<file path="src/rtl/vga_timing_gen.sv">
// vga_timing_gen: parametrised VGA raster timing generator.
// Produces sync, active-video, pixel coordinates and line/frame strobes for
// any mode described by its porch/sync/active parameters. Counters step only
// when pix_ce is high. Every output is registered and computed from the
// next-state counts, so each port agrees with hc/vc in the same cycle.
// Optional feature: define VGA_TIMING_FRAME_CNT_EN to add parameter FCW and
// output port frame_cnt, a free-running count of frame_start strobes.
module vga_timing_gen #(
  parameter int H_ACTIVE = 640,
  parameter int H_FP     = 16,
  parameter int H_SYNC   = 96,
  parameter int H_BP     = 48,
  parameter int V_ACTIVE = 480,
  parameter int V_FP     = 10,
  parameter int V_SYNC   = 2,
  parameter int V_BP     = 33,
  parameter bit HS_POL   = 1'b0,
  parameter bit VS_POL   = 1'b0,
  parameter int HCW      = 10,
  parameter int VCW      = 10
`ifdef VGA_TIMING_FRAME_CNT_EN
  , parameter int FCW    = 8
`endif
) (
  input  logic           clk,
  input  logic           clr_n,
  input  logic           pix_ce,
  output logic           hsync,
  output logic           vsync,
  output logic [HCW-1:0] hc,
  output logic [VCW-1:0] vc,
  output logic           vidon,
  output logic [HCW-1:0] px,
  output logic [VCW-1:0] py,
  output logic           line_start,
  output logic           frame_start
`ifdef VGA_TIMING_FRAME_CNT_EN
  , output logic [FCW-1:0] frame_cnt
`endif
);

  localparam int H_TOTAL = H_SYNC + H_BP + H_ACTIVE + H_FP;
  localparam int V_TOTAL = V_SYNC + V_BP + V_ACTIVE + V_FP;
  localparam int H_START = H_SYNC + H_BP;
  localparam int V_START = V_SYNC + V_BP;
  localparam int H_LAST  = H_START + H_ACTIVE - 1;
  localparam int V_LAST  = V_START + V_ACTIVE - 1;

  // Reject geometries the counters cannot represent or that have no sync pulse.
  generate
    if (H_TOTAL > (1 << HCW)) begin : g_bad_htotal
      $error("vga_timing_gen: H_TOTAL does not fit in HCW bits");
    end
    if (V_TOTAL > (1 << VCW)) begin : g_bad_vtotal
      $error("vga_timing_gen: V_TOTAL does not fit in VCW bits");
    end
    if (H_SYNC == 0) begin : g_bad_hsync
      $error("vga_timing_gen: H_SYNC must be non-zero");
    end
    if (V_SYNC == 0) begin : g_bad_vsync
      $error("vga_timing_gen: V_SYNC must be non-zero");
    end
  endgenerate

  logic [HCW-1:0] hc_q, hc_d;
  logic [VCW-1:0] vc_q, vc_d;
  logic [HCW-1:0] px_q, px_d;
  logic [VCW-1:0] py_q, py_d;
  logic           hsync_q, hsync_d;
  logic           vsync_q, vsync_d;
  logic           vidon_q, vidon_d;
  logic           line_start_q, line_start_d;
  logic           frame_start_q, frame_start_d;
  logic           hWrap, vWrap, hIn, vIn;

  // Next raster position: advance on pix_ce, wrapping hc and then vc.
  always_comb begin
    hc_d  = hc_q;
    vc_d  = vc_q;
    hWrap = 1'b0;
    vWrap = 1'b0;
    if (pix_ce) begin
      if (hc_q == HCW'(H_TOTAL - 1)) begin
        hc_d  = '0;
        hWrap = 1'b1;
        if (vc_q == VCW'(V_TOTAL - 1)) begin
          vc_d  = '0;
          vWrap = 1'b1;
        end else begin
          vc_d = vc_q + VCW'(1);
        end
      end else begin
        hc_d = hc_q + HCW'(1);
      end
    end
  end

  // Decode syncs, active area, coordinates and strobes from the next position.
  always_comb begin
    hIn           = (hc_d >= HCW'(H_START)) && (hc_d <= HCW'(H_LAST));
    vIn           = (vc_d >= VCW'(V_START)) && (vc_d <= VCW'(V_LAST));
    vidon_d       = hIn && vIn;
    hsync_d       = (hc_d < HCW'(H_SYNC)) ? HS_POL : ~HS_POL;
    vsync_d       = (vc_d < VCW'(V_SYNC)) ? VS_POL : ~VS_POL;
    px_d          = '0;
    py_d          = '0;
    if (vidon_d) begin
      px_d = hc_d - HCW'(H_START);
      py_d = vc_d - VCW'(V_START);
    end
    line_start_d  = hWrap;
    frame_start_d = hWrap && vWrap;
  end

  // State and output registers; reset wins over pix_ce.
  always_ff @(posedge clk) begin
    if (!clr_n) begin
      hc_q          <= '0;
      vc_q          <= '0;
      px_q          <= '0;
      py_q          <= '0;
      hsync_q       <= HS_POL;
      vsync_q       <= VS_POL;
      vidon_q       <= 1'b0;
      line_start_q  <= 1'b0;
      frame_start_q <= 1'b0;
    end else begin
      hc_q          <= hc_d;
      vc_q          <= vc_d;
      px_q          <= px_d;
      py_q          <= py_d;
      hsync_q       <= hsync_d;
      vsync_q       <= vsync_d;
      vidon_q       <= vidon_d;
      line_start_q  <= line_start_d;
      frame_start_q <= frame_start_d;
    end
  end

`ifdef VGA_TIMING_FRAME_CNT_EN
  logic [FCW-1:0] frame_cnt_q;

  // Count frames on the same edge that raises frame_start, wrapping naturally.
  always_ff @(posedge clk) begin
    if (!clr_n) begin
      frame_cnt_q <= '0;
    end else if (frame_start_d) begin
      frame_cnt_q <= frame_cnt_q + FCW'(1);
    end
  end

  assign frame_cnt = frame_cnt_q;
`endif

  assign hc          = hc_q;
  assign vc          = vc_q;
  assign px          = px_q;
  assign py          = py_q;
  assign hsync       = hsync_q;
  assign vsync       = vsync_q;
  assign vidon       = vidon_q;
  assign line_start  = line_start_q;
  assign frame_start = frame_start_q;

endmodule
</file>
<file path="config.mk">
export PLATFORM = sky130hd
export DESIGN_NAME = vga_timing_gen
export DESIGN_NICKNAME = d
export VERILOG_FILES = /design/src/rtl/vga_timing_gen.sv
export SDC_FILE = /design/constraint.sdc
export NUM_CORES = 1
export LEC_CHECK = 0
export CAP_MARGIN = 20
export CORE_MARGIN = 4
export CORE_UTILIZATION = 25
export CTS_CLUSTER_DIAMETER = 80
export DETAILED_ROUTE_END_ITERATION = 10
export SYNTH_ARGS = -nofsm -noshare
export SYNTH_HDL_FRONTEND = slang
export SYNTH_SLANG_ARGS = --single-unit
</file>
<file path="constraint.sdc">
create_clock -name clk -period 3.9 [get_ports clk]
set_clock_uncertainty 0.2 [all_clocks]
set_input_delay 0.78 -clock clk [delete_from_list [all_inputs] [get_ports clk]]
set_output_delay 0.78 -clock clk [all_outputs]
set_load 0.05 [all_outputs]
</file>
Word-level counts from Yosys, hierarchy flattened:

Index checks and enable logic that the tools add are counted.

* add/subtract/negate cells: 4
* multiply operators: 0
* div/mod/pow operators: 0
* magnitude comparators: 6
* equal/unequal tests: 2
* shift-type cells: 0
* mux-type cells: 12
* bitwise logic cells: 0
* reduce and logical (&&, ||, !) cells: 5

Operators by type and width (count)
* 2-to-1 mux 10 bit: 5
* adder 10 x 1 -> 10 bit (second input constant): 2
* equality test 10 bit (second input constant): 2
* <= comparator 10 bit (second input constant): 2
* >= comparator 10 x 6 -> 1 bit (second input constant): 1
* >= comparator 10 x 8 -> 1 bit (second input constant): 1
* less-than comparator 10 x 2 -> 1 bit (second input constant): 1
* less-than comparator 10 x 7 -> 1 bit (second input constant): 1
* subtractor 10 x 6 -> 10 bit (second input constant): 1
* subtractor 10 x 8 -> 10 bit (second input constant): 1
* 2-to-1 mux 1 bit: 7
* logical AND 1 bit: 4
* AND reduction 2 bit: 1

* register bits after elaboration: 45
* bits in latches: 0
* RAM bits: 0
* ROM bits: 0
* input port bits: 3
* output and inout port bits: 45
* logic and storage cells: 38
* memories kept: 0

Logic depth before layout (Yosys ltp):

* depth in word-level cells: 8
* gate-level depth with buffers: 16

Worst setup path after synthesis:

OpenSTA, ideal clock, no wires.

* path kind: register -> register
* from: register hc_q[1], in the netlist hc[1]
* to: register px_q[2], in the netlist px[2]
* library setup time: 0.118 ns
* data arrival time: 3.308 ns
* setup slack: 0.274 ns
* stages on the path, launching flop included: 14
* cells stage by stage: dfxtp_1 ha_1 nand4_1 or3_1 buf_4 a21oi_1 inv_1 ha_1 inv_1 o211a_1 o2111ai_1 a2bb2oi_1 buf_2 nor2_1

* cells in the longest elaborated chain, start to end: 7

Ends and longest elaborated chain
* start, declared: line 65 `logic [HCW-1:0] hc_q, hc_d;`
* start signal, assigned: line 118 `hc_q <= '0;`
* start signal, assigned: line 128 `hc_q <= hc_d;`
* equality test 10 bit *: line 83 `if (hc_q == HCW'(H_TOTAL - 1)) begin`
* 2-to-1 mux 10 bit *: line 83
* 2-to-1 mux 10 bit *: line 82 `if (pix_ce) begin`
* named net vc_d[0]: line 66 `logic [VCW-1:0] vc_q, vc_d;`
* >= comparator 10 x 6 -> 1 bit / <= comparator 10 bit (equally long branches): line 101 `vIn = (vc_d >= VCW'(V_START)) && (vc_d <= VCW'(V_LAST));`
* logical AND 1 bit *: line 101
* logical AND 1 bit *: line 102 `vidon_d = hIn && vIn;`
* AND reduction 2 bit (no line) *
* end signal, assigned: line 130 `px_q <= px_d;`
* end, declared: line 67 `logic [HCW-1:0] px_q, px_d;`

The timed path passes the listed nets; every way through them passes the cells marked *.
A chain may end at the register's enable or synchronous reset.

Final worst setup path:

* from: register hc_q[1], in the netlist hc[1]
* to: register py_q[3], in the netlist py[3]

* cells in the longest elaborated chain, start to end: 7

Ends and longest elaborated chain
* adder 10 x 1 -> 10 bit / equality test 10 bit (equally long branches): line 93, 83
* 2-to-1 mux 10 bit: line 83
* 2-to-1 mux 10 bit: line 82
* >= comparator 10 x 8 -> 1 bit, or another cell as far along: line 100 `hIn = (hc_d >= HCW'(H_START)) && (hc_d <= HCW'(H_LAST));`
* logical AND 1 bit (on tied branches): line 100, 101
* logical AND 1 bit: line 102
* AND reduction 2 bit (no line)
* end signal, assigned: line 131 `py_q <= py_d;`
* end, declared: line 68 `logic [VCW-1:0] py_q, py_d;`

Parallel ways exist; a longest one is shown, timed or not.

==> results.sh <==
export IMPL_die_x_um=103
export IMPL_ys_types=61
export IMPL_dp_hpwl_um=4580
export IMPL_drc=0
export IMPL_vdd_ir_drop_worst_uv=138
export IMPL_crit_path_max_fanout=20
export IMPL_diodes=0
export IMPL_synth_edff_count=0
export IMPL_fin_crit_sh=0.879
export IMPL_total_power_uw=781
export IMPL_dieArea_mm2=0.0107
export IMPL_cts_tree="done"
export IMPL_wl_met1_um=2760
export IMPL_wl_met3_um=351
export IMPL_fin_ws_ns=0.471
export IMPL_yosysSeqAreaShare=0.396
export IMPL_synth_top_family_by_area="simple AND/OR/NAND/NOR gates"
export IMPL_critical_path_max_stage_delay_ns=0.49
export IMPL_route_top_layer_used="met4"
export IMPL_cp_start_kind="register"
export IMPL_drive_above_1_share=0.106
export IMPL_required_ns=3.91
export IMPL_cp_arrival_ns=3.44
export IMPL_rsz0062_at_grt="false"
export IMPL_antenna_found_initial=0
export IMPL_cap_violations=0
export IMPL_fin_cells=418
export IMPL_pre_cts_slack_ns=0.342
export IMPL_num_vias=2070
export IMPL_yosys_register_bits=45
export IMPL_drtPass1Iterations=4
export IMPL_start_util=0.258
export IMPL_cts_buffer_depth=2
export IMPL_drv_slew=0
export IMPL_criticalPathCategory="register to register"
export IMPL_portBuffers=47
export IMPL_route_met2_wl_um=2840
export IMPL_cp_startpoint="hc[1]$_SDFF_PN0_"
export IMPL_yosys_area_top_type_share=0.396
export IMPL_synth_simple_gate_area_frac=0.284
export IMPL_gp_congestion=0.855
export IMPL_yosysWarnings=0
export IMPL_cts_reportedPaths_clkPinSlew_ns=0.09
export IMPL_synth_most_common_cell="dfxtp_1"
export IMPL_status="completed"
export IMPL_cts_hold_buf=0
export IMPL_synth_top_flop_cell="dfxtp_1"
export IMPL_postCtsSetupBuffers=0
export IMPL_slew_headroom=0.495
export IMPL_hold_viol_final=0
export IMPL_viasPerCell=4.95
export IMPL_yosys_top_cells_count="45 x dfxtp_1, 34 x nor2_1, 17 x nand2_1"
export IMPL_async_flop_share=0
export IMPL_cts_made_buffers=5
export IMPL_areaGrowthSynthToFinish_pct=31.2
export IMPL_synthXorXnorAreaFrac=0.0578
export IMPL_netlist_instances=257
export IMPL_core_mm2=0.00881
export IMPL_grt_max_degree=23
export IMPL_crit_chain="ha_1 -> nand4_1 -> nor3_4 -> buf_4 -> nand3_1 -> xor2_1 -> nand4b_1 -> a2bb2oi_2 -> buf_4 -> nor4bb_4"
export IMPL_syn_avg_cell_area_um2=8.85
export IMPL_ant_nets=0
export IMPL_grt_usage=0.119
export IMPL_tightest_slew_ns=0.756
export IMPL_synthAdderAreaFrac=0.0385
export IMPL_syn_nets=267
export IMPL_clockRootBuffer="clkbuf_8"
export IMPL_muxShareOfSynthArea=0.0138
export IMPL_fmax_mhz=292
export IMPL_hp_class="register to register"
export IMPL_wl_per_cell_um=14.4
export IMPL_htreeDepth=2
export IMPL_critPathCaptureType="register"
export IMPL_path_common_cell="buf_4"
export IMPL_slowest_stage="dfxtp_1"
export IMPL_overflow=0
export IMPL_ioPinCount=48
export IMPL_synth_compound_area_frac=0.161
export IMPL_setup_viol=0
export IMPL_worstHoldStart="vc[9]$_SDFF_PN0_"
export IMPL_clock_latency_ns=0.30
export IMPL_p_leak_uw=0.00105
export IMPL_grt_pass1_vias=1948
export IMPL_routed_wl_um=6030
export IMPL_final_net_count=319
export IMPL_tns_ns=0
export IMPL_num_rows=34
export IMPL_critical_path_buf_inv_count=2
export IMPL_rr_startpoint="hc[1]$_SDFF_PN0_"
export IMPL_postCtsResizedCells=0
export IMPL_netlist_area_mm2=0.00227
export IMPL_drt_iter0_markers=113
export IMPL_dieHeight_um=103
export IMPL_dp_cells=410
export IMPL_cpLargestDelayFamily="simple AND/OR/NAND/NOR gates"
export IMPL_synth_area_top_cells="dfxtp_1 40%, nor2_1 5.6%, ha_1 3.9%, xor2_1 3.1%, nand2_1 2.8%"
export IMPL_yosys_area_top_type="dfxtp_1"
export IMPL_grt_first_pass_wirelength_um=9850
export IMPL_clock_sinks=45
export IMPL_powerDensity_mw_per_mm2=262
export IMPL_finalCriticalPeriod_ns=3.43
==> where the power goes <==
part / leakage [uW] / total, uW / internal (uW) / switching [uW]
logic: 0.000641 / 34.6 / 12.5 / 22.2
clock network: 0.0000450 / 281 / 124 / 156
registers: 0.000363 / 466 / 461 / 5.06
total: 0.00105 / 781 / 598 / 183
==> path summary, 6_finish.rpt <==
kind,end,slack [ns],depth (start not counted)
hold reg to reg,vc[9]$_SDFF_PN0_,0.49,2
setup reg to reg,py[3]$_SDFF_PN0_,0.47,10
hold / removal,vc[9]$_SDFF_PN0_,0.49,2
setup / recovery,py[3]$_SDFF_PN0_,0.47,10
==> cells by family (layout without fill, tap and decap cells) <==
group / after synthesis / count (layout)
flops: 45 / 45
fa+ha+maj: 7 / 7
xor+xnor: 15 / 15
simple gates: 114 / 114
compound gates: 50 / 50
buf+inv: 23 / 76
mux: 3 / 3
==> worst reg2reg max path, delay by kind of cell (launching register included) <==
| family | cells | cell delay, ns |
|---|---|---|
| and+or+nand+nor | 5 | 1.27 |
| DFF | 1 | 0.49 |
| buffers and inverters | 2 | 0.45 |
| xor gates and xnor gates | 1 | 0.43 |
| adders and majority gates | 1 | 0.30 |
| AOI/OAI and AO/OA | 1 | 0.19 |
==> state kept, by name, summed over array words and instances, names as in the netlist <==
| register | flops |
|---|---|
| frame_start | 1 |
| hc | 10 |
| hsync | 1 |
| line_start | 1 |
| px | 10 |
| py | 10 |
| vc | 10 |
| vidon | 1 |
| vsync | 1 |
==> layout by cell type (no fill, tap or decap), types with 3 or more instances in the layout <==
cell and n:
nor3_1 8, nor4_1 4, nand3_1 10, nand2b_1 4, nand4_1 6, buf_4 12
and2_1 6, nand2_1 17, and3_1 3, clkdlybuf4s50_1 47, a21o_1 3, clkbuf_8 5
xnor2_1 7, o21a_1 3, xor2_1 8, ha_1 7, o21ai_0 8, inv_1 9
nor2_1 34, nor3b_1 5, o21ai_1 3, dfxtp_1 45, a21oi_1 8
==> layer usage <==
layer / GRT usage / vias to the layer above
met2: 0.191 / 68
met3: 0.0362 / 11
li1: - / 1018
met5: 0 / -
met1: 0.156 / 973
met4: 0.0279 / 0
==> metrics by stage <==
step,util,instance area (um^2),hold slack [ns]
detailed placement,0.329,2900,0.477
CTS,0.339,2980,0.500
global placement,0.329,2900,0.470
finish,0.339,2980,0.490
global route,0.339,2980,0.558
floorplan,-,2270,0.654
==> area by class of cell <==
class,instances,area [um^2]
clock buffer,6,72.6
tap,108,135
multi-input combinational,189,1270
sequential,45,901
fill,905,5820
inverter,9,33.8
clock inverter,2,10.0
timing repair buffer,59,561
No activity file was read; power rests on OpenSTA's default activity.
